===== config.mk =====
export PLATFORM = sky130hd
export DESIGN_NAME = foo_pipe_arbiter
export DESIGN_NICKNAME = d
export VERILOG_FILES = /design/src/rtl/foo_pipe_pkg.sv /design/src/rtl/foo_rr_arbiter.sv /design/src/rtl/foo_pipe_arbiter.sv
export SDC_FILE = /design/constraint.sdc
export NUM_CORES = 1
export LEC_CHECK = 0
export CAP_MARGIN = 15
export CORE_ASPECT_RATIO = 1.2
export CORE_MARGIN = 1
export CORE_UTILIZATION = 39
export CTS_CLUSTER_SIZE = 14
export DETAILED_ROUTE_END_ITERATION = 7
export GPL_TIMING_DRIVEN = 0
export PLACE_DENSITY = 0.82
export SYNTH_ARGS = -nofsm -noshare
export SYNTH_HDL_FRONTEND = slang
export SYNTH_HIERARCHICAL = 1
export SYNTH_SLANG_ARGS = --single-unit

===== constraint.sdc =====
create_clock -name clk -period 4.1 [get_ports clk]
set_clock_uncertainty 0.05 [all_clocks]
set_input_delay 0.41 -clock clk [delete_from_list [all_inputs] [get_ports clk]]
set_output_delay 0.41 -clock clk [all_outputs]
set_load 0.02 [all_outputs]

===== src/rtl/foo_pipe_pkg.sv =====
// Shared types and constants for the foo pipeline arbiter.
// Latency: n/a (declarations only).
// Backpressure: n/a.
package foo_pipe_pkg;

    localparam int FOO_DATA_W       = 32;
    localparam int FOO_PIPE_LATENCY = 3;

    // Tag ID field is sized for the largest supported requester count (8),
    // so one tag type serves every legal NUM_REQ; unused upper bits stay 0.
    localparam int FOO_TAG_ID_W     = 3;

    // One in-flight slot: valid bit plus originating requester index.
    typedef struct packed {
        logic                    v;
        logic [FOO_TAG_ID_W-1:0] id;
    } foo_tag_t;

endpackage


===== src/rtl/foo_rr_arbiter.sv =====
// Round-robin picker: first eligible requester at or after rr_ptr, wrapping.
// Latency: purely combinational, 0 cycles.
// Backpressure: none; an ineligible requester simply receives no grant.
//
// Ports:
//   eligible  [NUM_REQ]  requesters allowed to issue this cycle
//   rr_ptr    [ID_W]     highest-priority index for this cycle
//   grant     [NUM_REQ]  one-hot grant, all zero when nothing is eligible
//   grant_idx [ID_W]     binary index of the granted requester
//   any_grant            a grant was made
module foo_rr_arbiter #(
    parameter int NUM_REQ = 4,
    parameter int ID_W    = 2
) (
    input  logic [NUM_REQ-1:0] eligible,
    input  logic [ID_W-1:0]    rr_ptr,
    output logic [NUM_REQ-1:0] grant,
    output logic [ID_W-1:0]    grant_idx,
    output logic               any_grant
);

    always_comb begin : search
        logic [ID_W-1:0] idx;
        idx       = '0;
        grant     = '0;
        grant_idx = '0;
        any_grant = 1'b0;
        // Walk NUM_REQ positions starting at the pointer; the first hit wins.
        for (int k = 0; k < NUM_REQ; k++) begin
            idx = ID_W'((int'(rr_ptr) + k) % NUM_REQ);
            if (!any_grant && eligible[idx]) begin
                grant[idx] = 1'b1;
                grant_idx  = idx;
                any_grant  = 1'b1;
            end
        end
    end

endmodule


===== src/rtl/foo_pipe_arbiter.sv =====
// Shares one fixed-latency foo pipeline among NUM_REQ requesters, routing results back.
// Latency: accept in cycle N -> registered rsp_valid in cycle N+PIPE_LATENCY+1.
// Backpressure: credit-limited req_ready per requester; responses cannot be stalled.
//
// Ports:
//   clk, rst                      clock, synchronous active-high reset
//   req_valid/req_data/req_ready  per-requester request handshake (ready is one-hot)
//   pipe_input_valid/pipe_x       issue side of the foo pipeline
//   pipe_out/pipe_output_valid    result side of the foo pipeline
//   rsp_valid/rsp_id/rsp_data     one-hot response strobe, index and shared result bus
//   busy                          work in flight or a response being presented
//   tag_error                     sticky: pipeline valid disagreed with the tag pipe
module foo_pipe_arbiter
    import foo_pipe_pkg::*;
#(
    parameter int NUM_REQ         = 4,
    parameter int ID_W            = 2,
    parameter int DATA_W          = FOO_DATA_W,
    parameter int PIPE_LATENCY    = FOO_PIPE_LATENCY,
    parameter int MAX_OUTSTANDING = 2
) (
    input  logic                      clk,
    input  logic                      rst,
    input  logic [NUM_REQ-1:0]        req_valid,
    input  logic [NUM_REQ*DATA_W-1:0] req_data,
    output logic [NUM_REQ-1:0]        req_ready,
    output logic                      pipe_input_valid,
    output logic [DATA_W-1:0]         pipe_x,
    input  logic [DATA_W-1:0]         pipe_out,
    input  logic                      pipe_output_valid,
    output logic [NUM_REQ-1:0]        rsp_valid,
    output logic [ID_W-1:0]           rsp_id,
    output logic [DATA_W-1:0]         rsp_data,
    output logic                      busy,
    output logic                      tag_error
);

    localparam int CNT_W   = 3;  // holds up to 7 outstanding ops
    localparam int DRAIN_W = $clog2(PIPE_LATENCY + 1);

    logic [CNT_W-1:0]   cnt [NUM_REQ];
    logic [NUM_REQ-1:0] eligible;
    logic [NUM_REQ-1:0] grant;
    logic [ID_W-1:0]    grant_idx;
    logic               any_grant;
    logic [NUM_REQ-1:0] accept;
    logic [ID_W-1:0]    rr_ptr;
    foo_tag_t           tag_q [PIPE_LATENCY];
    foo_tag_t           tag_last;
    logic [NUM_REQ-1:0] last_onehot;
    logic [DRAIN_W-1:0] drain_cnt;

    // A credit being returned this cycle (rsp_valid set) may be reused in the
    // same cycle, so a single requester with PIPE_LATENCY+1 credits never stalls.
    always_comb begin
        eligible = '0;
        for (int i = 0; i < NUM_REQ; i++) begin
            eligible[i] = req_valid[i] &
                          ((cnt[i] < CNT_W'(MAX_OUTSTANDING)) | rsp_valid[i]);
        end
    end

    foo_rr_arbiter #(
        .NUM_REQ (NUM_REQ),
        .ID_W    (ID_W)
    ) u_rr (
        .eligible  (eligible),
        .rr_ptr    (rr_ptr),
        .grant     (grant),
        .grant_idx (grant_idx),
        .any_grant (any_grant)
    );

    assign req_ready        = rst ? '0 : grant;
    assign accept           = req_valid & req_ready;
    assign pipe_input_valid = |req_ready;
    assign pipe_x           = pipe_input_valid
                            ? req_data[int'(grant_idx)*DATA_W +: DATA_W]
                            : '0;

    always_ff @(posedge clk) begin
        if (rst) begin
            rr_ptr <= '0;
        end else if (any_grant) begin
            rr_ptr <= (int'(grant_idx) == NUM_REQ - 1) ? '0 : grant_idx + ID_W'(1);
        end
    end

    // Tag pipe mirrors the foo pipeline: the last entry lines up with pipe_output_valid.
    always_ff @(posedge clk) begin
        if (rst) begin
            for (int k = 0; k < PIPE_LATENCY; k++) begin
                tag_q[k] <= '0;
            end
        end else begin
            tag_q[0].v  <= any_grant;
            tag_q[0].id <= FOO_TAG_ID_W'(grant_idx);
            for (int k = 1; k < PIPE_LATENCY; k++) begin
                tag_q[k] <= tag_q[k-1];
            end
        end
    end

    assign tag_last = tag_q[PIPE_LATENCY-1];

    always_comb begin
        last_onehot = '0;
        last_onehot[tag_last.id[ID_W-1:0]] = tag_last.v;
    end

    always_ff @(posedge clk) begin
        if (rst) begin
            rsp_valid <= '0;
            rsp_id    <= '0;
            rsp_data  <= '0;
        end else begin
            rsp_valid <= last_onehot;
            rsp_id    <= tag_last.id[ID_W-1:0];
            if (tag_last.v) begin
                rsp_data <= pipe_out;
            end
        end
    end

    // Credit counters: +1 on accept, -1 when the response strobe is out.
    always_ff @(posedge clk) begin
        if (rst) begin
            for (int i = 0; i < NUM_REQ; i++) begin
                cnt[i] <= '0;
            end
        end else begin
            for (int i = 0; i < NUM_REQ; i++) begin
                case ({accept[i], rsp_valid[i]})
                    2'b10:   cnt[i] <= cnt[i] + CNT_W'(1);
                    2'b01:   cnt[i] <= cnt[i] - CNT_W'(1);
                    default: cnt[i] <= cnt[i];
                endcase
            end
        end
    end

    // The pipeline's valids settle over PIPE_LATENCY cycles after reset; don't
    // compare against the tag pipe until that window has passed.
    always_ff @(posedge clk) begin
        if (rst) begin
            drain_cnt <= DRAIN_W'(PIPE_LATENCY);
            tag_error <= 1'b0;
        end else begin
            if (drain_cnt != '0) begin
                drain_cnt <= drain_cnt - DRAIN_W'(1);
            end
            if ((drain_cnt == '0) && (pipe_output_valid != tag_last.v)) begin
                tag_error <= 1'b1;
            end
        end
    end

    always_comb begin
        busy = |rsp_valid;
        for (int k = 0; k < PIPE_LATENCY; k++) begin
            busy = busy | tag_q[k].v;
        end
    end

endmodule


---- Word level (Yosys, flattened, before mapping) ----
Memories as Yosys holds them, arrays and structs flattened.
Index checks and enable logic that the tools add are counted.
storage, ports and cells
  register bits ........................... 43
  memory bits (writable) .................. 24
  input port bits ......................... 167
  output and inout port bits .............. 77
  logic and storage cells ................. 186
  memories kept ........................... 2
operators by class
  add/sub/neg operators ................... 13
  order comparisons ....................... 14
  eq/ne operators ......................... 10
  shift operators ......................... 1
  muxes and demuxes ....................... 88
  bitwise operators ....................... 32
  reductions and logical operators ........ 20
memory list
  memory  words  width  read ports  clocked after memory_dff  wr ports  RTL line                RTL
  cnt     4      3      4           0                         4         foo_pipe_arbiter.sv:41  logic [CNT_W-1:0] cnt [NUM_REQ];
  tag_q   3      4      3           0                         3         foo_pipe_arbiter.sv:48  foo_tag_t tag_q [PIPE_LATENCY];
operators by type and width
  operator                                                                             number
  128-bit by 8-bit indexed part select with 32-bit output                              1
  1-bit 2-to-1 mux                                                                     53
  3-bit 2-to-1 mux                                                                     13
  32-bit 2-to-1 mux                                                                    1
  4-bit 2-to-1 mux                                                                     7
  1-bit bitwise OR                                                                     23
  2-bit by 3-bit less-than comparator with 1-bit output, second input constant         5
  3-bit by 1-bit adder with 3-bit output, second input constant                        4
  3-bit by 2-bit less-than comparator with 1-bit output, second input constant         4
  4-bit bitwise OR                                                                     3
  3-bit by 1-bit subtractor with 3-bit output, second input constant                   4
  1-bit demux with 2-bit select                                                        5
  2-bit by 1-bit equality test with 1-bit output, second input constant                5
  2-bit by 1-bit greater-or-equal comparator with 1-bit output, second input constant  5
  2-bit 2-to-1 mux                                                                     5
  1-bit logical AND                                                                    9
  4-bit bitwise AND                                                                    2
  1-bit binary-select mux with 2-bit select                                            4
  2-bit equality test, second input constant                                           4
  2-bit OR reduction                                                                   4
  4-bit OR reduction                                                                   2
  2-bit by 1-bit adder with 2-bit output, second input constant                        2
  2-bit adder, second input constant                                                   2
  1-bit bitwise AND                                                                    4
  5 further kinds                                                                      7

---- Depth between registers and ports, before layout ----
An unclocked memory read counts as a cell.
  depth in word-level cells ............... 25
  mapped depth ............................ 17
  gate-level depth less buffers ........... 15

---- Cells and area by module ----
The synthesis kept the hierarchy.
by module, submodules not included
  module            times used  cells an instance  area each (um2)  seq. area each (um2)
  foo_pipe_arbiter  1           337                3783.6           1401.3
  foo_rr_arbiter    1           45                 419.2            0.0

---- Worst setup path before layout ----
Ideal clock, no wire load.
  path kind ............................... register to register
  start point ............................. reg rr_ptr[0]
  end point ............................... mem cnt[1][2], data pin
  library setup time ...................... 0.260 ns
  arrival time ............................ 3.574 ns
  required time ........................... 3.790 ns
  path slack .............................. 0.217 ns
  stages on the path, launching flop included .. 18
  path buffers ............................ 2
  period minus slack after synthesis ...... 3.883 ns
  path through ............................ dfxtp_1 -> buf_6 -> inv_1 -> ha_1 -> mux4_2 -> buf_6 -> nor4b_4 -> a22oi_1 -> o21ai_0 -> nor2b_1 -> nand2_1 -> ha_1 -> nand2b_1 -> xnor2_1 -> ha_1 -> nor2_1 -> mux2i_1 -> mux2_2
RTL lines
  element                 RTL line                RTL
  start, declared         foo_pipe_arbiter.sv:47  logic [ID_W-1:0] rr_ptr;
  start signal, assigned  foo_pipe_arbiter.sv:85  rr_ptr <= (int'(grant_idx) == NUM_REQ - 1) ? '0 : grant_idx + ID_W'(1);
  end, declared           foo_pipe_arbiter.sv:41

---- Final worst setup path ----
  start point ............................. reg rr_ptr[0]
  end point ............................... out pipe_input_valid
on the way
  cells in the longest elaborated chain, start to end .. 14
  elaborated cells on any way between the ends .. 49
  those cells by class .................... add/sub: 3; order compare: 8; mux: 24; bitwise: 3; reduce/logical: 11
RTL lines
  element                                                                                                         RTL line                RTL
  parallel branches: the longest is 11 deep, another holds 2-bit by 3-bit less-than comparator with 1-bit output  n/a
  4-bit 2-to-1 mux *                                                                                              foo_rr_arbiter.sv:31    if (!any_grant && eligible[idx]) begin
  named net grant[1]                                                                                              foo_pipe_arbiter.sv:43  logic [NUM_REQ-1:0] grant;
  4-bit 2-to-1 mux *                                                                                              foo_pipe_arbiter.sv:74  assign req_ready = rst ? '0 : grant;
  4-bit OR reduction *                                                                                            foo_pipe_arbiter.sv:76  assign pipe_input_valid = |req_ready;
  end, declared                                                                                                   foo_pipe_arbiter.sv:27  output logic pipe_input_valid,
Mark *: on every way through the listed nets, which the timed path passes. The select of a mux whose other input is x is not followed.

==> flow_summary_export.csv <==
group,metric,value,unit
outcome,status,"finished clean",
place,numPortBuffers,242,
timing,fmax,252,MHz
timing,fin_crit,3.97,ns
power,power.density,535,mW/mm^2
worst_setup_path,r2r_slack,0.18,ns
routing,antenna_left,0,
grt,grt_pass1_vias,4022,
final_layout,area_growth,70.5,%
cts,cts_root_buffer,"clkbuf_16",
final_layout,n_fill_cell,800,
final_layout,utilization,68.1,%
cts,htree_levels,3,
synth,ys_types,37,
routing,drt-vias-per-instance,5.14,
worst_setup_path,crit_required,3.64,ns
worst_setup_path,cp_max_fo,10,
timing,hold_viol_final,0,
final_layout,drive_above_1_share,15.7,%
place,place.gp.congestion,0.939,
cts,cts_hold_buf,0,
routing,drc,0,
cts,numCtsBuffers,9,
cts,cts.clk_slew.worst_paths,0.05,ns
synth,synth-seq-area-share,33.3,%
routing,drt_iter0_drc,292,
routing,drt-pass1-iter-count,4,
synth,syn_nets,569,
worst_setup_path,crit_type,"register to primary output",
timing,setup_tns,0,ns
timing,holdWs,0.389,ns
synth,async_flop_share,0,%
synth,yosys_most_used_dff,"dfxtp_1",
timing,maxSlewHeadroom,65.0,%
grt,grt_pass1_wl,21100,microns
synth,syn_avg_cell_area,11.0,sq um
cts,tritoncts,"done",
floorplan,initial_core_util,40.0,%
routing,wl,14100,microns
floorplan,die_h,116,microns
timing,slew_viol_final,0,
grt,track_usage,24.8,%
timing,min_period_over_period,96.9,%
routing,num_vias,4014,
routing,wl_per_cell,18.0,microns
synth,netlist_instances,382,
synth,synth_edf_count,12,
floorplan,fp-row-count,41,
worst_setup_path,cp_common_cell,"inv_1",
final_layout,multi_input_area,0.00259,sq mm
final_layout,ff_latch_area,0.00141,sq mm
synth,ys_seq_elements,64,
timing,setup_violations,0,
cts,clockBufferDepth,2,
worst_setup_path,end_kind,"primary output",
worst_setup_path,crit_arrival,3.51,ns
grt,antenna_found_initial,2,
timing,max_slew.worst_pin.slew,0.526,ns
worst_setup_path,slowest_delay,0.54,ns
final_layout,final_nets,826,
worst_hold_path,hp-class,"register to register",
power,leakagePower,2.77,nW
worst_setup_path,startpoint_type,"register",
grt,grt_overflow_total,0,
timing,rsz0062_at_grt,"yes",
cts,cts_sinks,64,
floorplan,io_pins,244,
place,hpwlAfterDp,11500,microns
synth,ys.warnings.count,6,
power,p_total,3.83,mW
worst_setup_path,cpMaxStageDelayCell,"o41ai_4",
power,ir_drop,0.385,mV
floorplan,dieArea,0.0112,sq mm
grt,grt_max_degree,12,
floorplan,fp.dieW,96.8,microns
worst_setup_path,cp_cell_sequence,"buf_8 -> inv_1 -> ha_4 -> mux4_2 -> nor4b_4 -> buf_4 -> a22oi_1 -> o21ai_1 -> o41ai_4 -> buf_6 -> inv_1 -> clkdlybuf4s50_1",
flow_run,maxCapViolations,0,
synth,syn-cell-area,0.00420,sq mm
cts,insertion_delay,0.33,ns
floorplan,fp.coreArea,0.0105,sq mm
-- flip-flops by register name (all words and copies together) (netlist names) --
register,flops
drain_cnt,2
tag_error,1
rsp_id,2
rr_ptr,2
tag_q,9
cnt,12
rsp_valid,4
rsp_data,32
-- worst max-delay path: cells and delay by family, from the launching register on --
| family | cells | cell delay, ns |
|---|---|---|
| AOI/OAI and AO/OA | 3 | 0.80 |
| buffers and inverters | 6 | 1.17 |
| and+or+nand+nor | 1 | 0.16 |
| DFF | 1 | 0.38 |
| adders and majority gates | 1 | 0.30 |
| muxes | 1 | 0.34 |
-- stage by stage --
step	worst slack, ns	std cells	cell area [sq um]
6_report	0.127	781	7170
2_1_floorplan	0.217	382	4200
3_3_place_gp	-0.262	753	6790
3_5_place_dp	-0.276	753	6790
5_1_grt	-0.0437	773	7150
4_1_cts	0.00258	770	7110
-- cells by family (layout without fill, tap and decap cells) --
| logic type | after synthesis | in the layout | synth area share [%] |
|---|---|---|---|
| XOR/XNOR | 7 | 7 | 1.46 |
| AND/OR/NAND/NOR | 137 | 137 | 17.7 |
| buffers and inverters | 44 | 306 | 6.04 |
| flip-flops | 64 | 64 | 33.3 |
| other | 0 | 8 | 0 |
| AO/OA/AOI/OAI | 29 | 29 | 4.82 |
| multiplexers | 81 | 81 | 30.7 |
| adder cells (fa/ha/maj) | 20 | 20 | 5.95 |
-- metal layers --
metal  wire length, microns  part of all wire [%]  vias to the layer above  track usage, %
met5                      0                     0                        -               0
met4                    163                   1.2                        0            7.36
met3                   1400                   9.9                       11            9.11
met2                   7010                    50                      193            42.7
met1                   5480                    39                     1908            29.1
li1                       -                     -                     1902               -
-- cells in the mapped netlist, drive strengths merged, types with 8 or more instances --
library cell   n  area [sq um]
dfxtp         52          1040
nor2          51           191
nor2b         48           308
mux2i         39           390
mux4          36           833
buf           23           175
ha            20           250
inv           18          67.6
edfxtp        12           360
nor3          12          60.1
a22oi          9          67.6
o21ai          9          45.0
nand2          8          30.0
-- cell usage in the layout (no fill, tap or decap), drive strengths merged, types with 8 or more instances in the layout --
master	instances
nand2	8
a22oi	9
dfxtp	52
nor2	51
dlygate4sd2	13
inv	19
mux4	36
ha	20
mux2i	39
o21ai	9
nor3	12
nor2b	48
diode	8
edfxtp	12
clkdlybuf4s50	210
clkdlybuf4s15	10
clkbuf	23
buf	29
-- cell type report --
type                            count  area share [%]
Inverter                           18           0.943
Sequential cell                    64            19.7
Tap cell                          129            2.25
Multi-Input combinational cell    274            36.2
Antenna cell                        8           0.279
Buffer                             25            2.85
Clock buffer                       13            4.07
Clock inverter                      3           0.279
Timing Repair Buffer              247            33.5
-- power by group --
| group | switching (mW) | internal (mW) |
|---|---|---|
| clock | 0.272 | 0.495 |
| sequential | 0.0474 | 0.716 |
| combinational | 1.05 | 1.25 |
-- final timing paths --
kind,startpoint,to,cells after the start
worst max-delay path,rr_ptr[0]$_SDFFE_PP0P_,pipe_input_valid,12
worst min-delay path,tag_q[0][5]$_SDFF_PP0_,tag_q[0][9]$_SDFF_PP0_,1
worst max register to register,rr_ptr[0]$_SDFFE_PP0P_,cnt[2][2]$_SDFFCE_PN0P_,18
worst min register to register,tag_q[0][5]$_SDFF_PP0_,tag_q[0][9]$_SDFF_PP0_,1
-- repair_timing --
| action | CTS | global route |
|---|---|---|
| endpoints found under the hold margin | 0 | 0 |
| endpoints found under the setup margin | 34 | 32 |
| gates cloned | 0 | 0 |
| pin swaps | 2 | 1 |
| setup buffers | 2 | 3 |
| resized for setup | 43 | 46 |
Note: power is estimated with default switching activity, not from simulation.
